$ cat src/rtl/mem_bus_arbiter.sv
// Two-master memory bus arbiter: CPU (m0) over UART DMA (m1) with a starvation
// guard, feeding a three-stage accept / bus issue / response pipeline.
module mem_bus_arbiter #(
  parameter int unsigned STARVE_MAX = 3
) (
  input  logic        clk,
  input  logic        reset,
  input  logic        m0_req,
  input  logic        m0_wr,
  input  logic [31:0] m0_addr,
  input  logic [31:0] m0_wdata,
  output logic        m0_gnt,
  output logic        m0_rvalid,
  output logic [31:0] m0_rdata,
  input  logic        m1_req,
  input  logic        m1_wr,
  input  logic [31:0] m1_addr,
  input  logic [31:0] m1_wdata,
  output logic        m1_gnt,
  output logic        m1_rvalid,
  output logic [31:0] m1_rdata,
  output logic        bus_rd,
  output logic        bus_wr,
  output logic [31:0] bus_addr,
  output logic [31:0] bus_wdata,
  input  logic [31:0] bus_rdata,
  output logic        cpu_stall
);

  typedef struct packed {
    logic        valid;
    logic        owner;
    logic        wr;
    logic [31:0] addr;
    logic [31:0] wdata;
  } cmd_t;

  cmd_t       cmd;
  logic [3:0] starve_cnt;
  logic       force_m1;
  logic       accept;
  logic       rsp_valid;
  logic       rsp_owner;

  assign force_m1 = m1_req && (starve_cnt == 4'(STARVE_MAX));

  // Requests seen during reset are held off until the cycle after.
  always_comb begin
    m0_gnt = 1'b0;
    m1_gnt = 1'b0;
    if (!reset) begin
      if (force_m1)
        m1_gnt = 1'b1;
      else if (m0_req)
        m0_gnt = 1'b1;
      else if (m1_req)
        m1_gnt = 1'b1;
    end
  end

  assign accept    = m0_gnt | m1_gnt;
  assign cpu_stall = m0_req & ~m0_gnt;

  assign bus_rd    = cmd.valid & ~cmd.wr;
  assign bus_wr    = cmd.valid & cmd.wr;
  assign bus_addr  = cmd.addr;
  assign bus_wdata = cmd.wdata;

  assign m0_rvalid = rsp_valid & ~rsp_owner;
  assign m1_rvalid = rsp_valid & rsp_owner;

  always_ff @(posedge clk) begin
    if (reset) begin
      cmd        <= '0;
      starve_cnt <= '0;
      rsp_valid  <= 1'b0;
      rsp_owner  <= 1'b0;
      m0_rdata   <= '0;
      m1_rdata   <= '0;
    end else begin
      cmd.valid <= accept;
      if (accept) begin
        cmd.owner <= m1_gnt;
        cmd.wr    <= m1_gnt ? m1_wr    : m0_wr;
        cmd.addr  <= m1_gnt ? m1_addr  : m0_addr;
        cmd.wdata <= m1_gnt ? m1_wdata : m0_wdata;
      end

      if (!m1_req || m1_gnt)
        starve_cnt <= '0;
      else if (m0_gnt)
        starve_cnt <= starve_cnt + 4'd1;

      rsp_valid <= bus_rd;
      rsp_owner <= cmd.owner;
      // Capture only the owner's copy so the other port keeps its last data.
      if (bus_rd && !cmd.owner)
        m0_rdata <= bus_rdata;
      if (bus_rd && cmd.owner)
        m1_rdata <= bus_rdata;
    end
  end

endmodule

$ cat config.mk
export PLATFORM = sky130hd
export DESIGN_NAME = mem_bus_arbiter
export DESIGN_NICKNAME = d
export VERILOG_FILES = /design/src/rtl/mem_bus_arbiter.sv
export SDC_FILE = /design/constraint.sdc
export NUM_CORES = 1
export LEC_CHECK = 0
export ABC_AREA = 1
export CAP_MARGIN = 20
export CORE_MARGIN = 1
export CORE_UTILIZATION = 35
export CTS_BUF_LIST = sky130_fd_sc_hd__clkbuf_4 sky130_fd_sc_hd__clkbuf_8
export CTS_CLUSTER_DIAMETER = 60
export DETAILED_ROUTE_END_ITERATION = 7
export GPL_ROUTABILITY_DRIVEN = 0
export PLACE_DENSITY = 0.7
export SLEW_MARGIN = 20
export SYNTH_ARGS = -nofsm -noshare
export SYNTH_HDL_FRONTEND = slang
export SYNTH_SLANG_ARGS = --single-unit
$ cat constraint.sdc
create_clock -name clk -period 1.7 [get_ports clk]
set_input_delay 0.34 -clock clk [delete_from_list [all_inputs] [get_ports clk]]
set_output_delay 0.34 -clock clk [all_outputs]
set_load 0.05 [all_outputs]
==> results.toml <==
[global_route]
grt_pass1_vias = 5952
antenna_found_initial = 0
grt_overflow = 0
grtUsageTotal_pct = 20.2
grt_max_degree = 77
grt_pass1_wl_microns = 30800

[place]
dpl-instance-area_sq_um = 9140
dp_hpwl_microns = 14100
placedCellCount = 1327
portBuffers = 300

[timing]
fin_crit_ns = 1.91
fmax_ghz = 0.524
skew_ns = 0.0159
relSlewSlack_pct = 74.5
tightest_slew_ns = 0.383
setup_violations = 3
hold-worst-slack_ns = 0.338
hold_viol_final = 0
rsz0062_at_grt = "true"
fin_crit_sh_pct = 112
drv_slew = 0
worst_slack_ns = -0.207

[setup_path]
start_kind = "flip-flop"
r2r-start = "starve_cnt[1]"
crit_type = "reg -> out"
cp-startpoint = "starve_cnt[1]"
cp_data_arrival_time_ns = 1.57
crit_path_end_kind = "primary output"
required_ns = 1.36
ff2ff_path_depth = 12
worst-path-max-fanout = 3

[power_and_ir_drop]
total_power_mw = 8.78
p_leak_nw = 4.46
ir_drop_mv = 0.472
power.density_nw_per_um2 = 896

[logic_synthesis]
synth_area_sq_um = 6510
synth_edf_count = 0
synthCells = 894
ys_seq_elements = 137
yosys.area.top_type = "dfxtp_1"
synth_area_leaders = "dfxtp_1, nand3_1, nand2_1"
async_reset_ff_share_pct = 0
synth_top_area_share_pct = 42.1
synth_cell_type_count = 23
synth_nets = 1061
seq_area_frac_synth_pct = 42.1
yosysWarnings = 0
syn_area_per_cell_sq_um = 7.28
synth-main-ff-cell = "dfxtp_1"

[die]
core-area_sq_um = 18100
dieArea_sq_um = 19100
io_pins = 301
fp.dieW_microns = 138
rows = 49
start_util_pct = 36.0
die_height_microns = 138

[clocking]
clock-sinks = 137
clk_root_buffer_cell = "clkbuf_8"
tritoncts = "yes"
clk_latency_ns = 0.44
clkTransAtPathRegs_ns = 0.09
cts_buffers = 17
cts.htree.levels = 4
hold_buffers = 0
clk_path_buf_depth = 2

[layout]
n_antenna_cell = 0
drive_above_1_share_pct = 20.7
fin_cells = 1371
final_util_pct = 54.2
fin_nets = 1296
final_cell_area_sq_um = 9800
area_growth_pct = 50.5

[min_path]
min_from = "reset"
hold_path_depth = 4
hold_path_class = "in -> reg"

[detailed_routing]
avgViaCountPerCell = 4.76
antenna_left = 0
routedWlPerCell_microns = 14.8
drt_iter0_drc = 360
vias = 6521
drt_wl_total_microns = 20200
drc = 36
firstDrtPassIters = 7

[status]
outcome = "finished, violations left"
violations = "DRC, setup timing"

[run]
maxCapViolCount = 0
routing by layer:
metal  vias to the layer above  wire length [microns]  track usage (%)
met5                         -                      0                0
met4                         0                    329             6.74
met3                        21                   1820             6.72
met2                       247                  10100             35.3
met1                      2938                   7970             23.2
li1                       3315                      -                -
layout by cell type, fill, tap and decap left out, types with 17 or more instances in the layout:
cell type / count
a21oi_1: 64
buf_12: 18
buf_4: 160
clkbuf_8: 17
clkdlybuf4s50_1: 164
dfxtp_1: 134
inv_1: 61
nand2_1: 193
nand3_1: 185
nor2_1: 27
o21a_1: 53
worst max-delay path, stage by stage, from the launching register on:
cell,delay (ns)
dfxtp_2,0.34
ha_4,0.16
inv_2,0.05
nor2_2,0.03
nand2_2,0.09
nand2_2,0.07
nor2_4,0.14
buf_12,0.12
buf_12,0.12
logic make-up after synthesis:
logic type               Yosys count  share of synthesized area (%)
flip-flops                       137                           42.1
adder cells (fa/ha/maj)            1                          0.192
buffers and inverters            201                           16.7
AND/OR/NAND/NOR                  415                           27.6
AO/OA/AOI/OAI                    138                           13.1
XOR/XNOR                           2                          0.269
where the power goes:
group | internal (mW) | total [mW] | switching [mW]
Clock | 1.52 | 3.00 | 1.48
Combinational | 0.944 | 2.27 | 1.33
Sequential | 3.40 | 3.50 | 0.104
cells in the mapped netlist (2+ instances only):
library cell / count
buf_1: 3
nor2_1: 31
nand2_1: 195
buf_6: 6
clkbuf_1: 32
buf_2: 25
nand3_1: 185
o21a_1: 53
nand4_1: 2
inv_1: 64
nand2_2: 2
dfxtp_1: 137
buf_4: 67
a21boi_0: 10
a21oi_1: 64
o21ai_0: 10
inv_2: 2
per-stage QoR:
step	setup slack, ns	TNS (ns)
2_1_floorplan	-0.0112	-0.0112
3_3_place_gp	-0.199	-9.54
3_5_place_dp	-0.215	-11.22
4_1_cts	-0.284	-0.747
5_1_grt	-0.289	-0.871
6_report	-0.207	-0.560
area by class of cell:
class,count,area [sq um]
fillers,1712,8290
repair buffers,349,3330
flip-flops and latches,137,2750
multi-input cells,556,2720
well taps,229,287
inverters,68,267
clock buffers,17,234
clock inverters,15,204
state kept, by name, summed over array words and instances, names as in the netlist:
signal / count
bus_addr: 32
rsp_valid: 1
cmd: 3
bus_wdata: 32
m1_rdata: 32
rsp_owner: 1
starve_cnt: 4
m0_rdata: 32
final timing paths:
kind | slack [ns] | endpoint
setup / recovery | -0.21 | m0_gnt
hold / removal | 0.34 | bus_addr[8]
setup reg to reg | 0.09 | bus_addr[5]
hold reg to reg | 0.46 | m0_rdata[28]
what timing repair did:
action / in CTS / in global routing
cloned: 0 / 4
gates resized for setup: 12 / 10
setup buffers: 5 / 3
pin swaps: 5 / 5
setup endpoints to repair: 4 / 55
No activity file was read; power rests on OpenSTA's default activity.
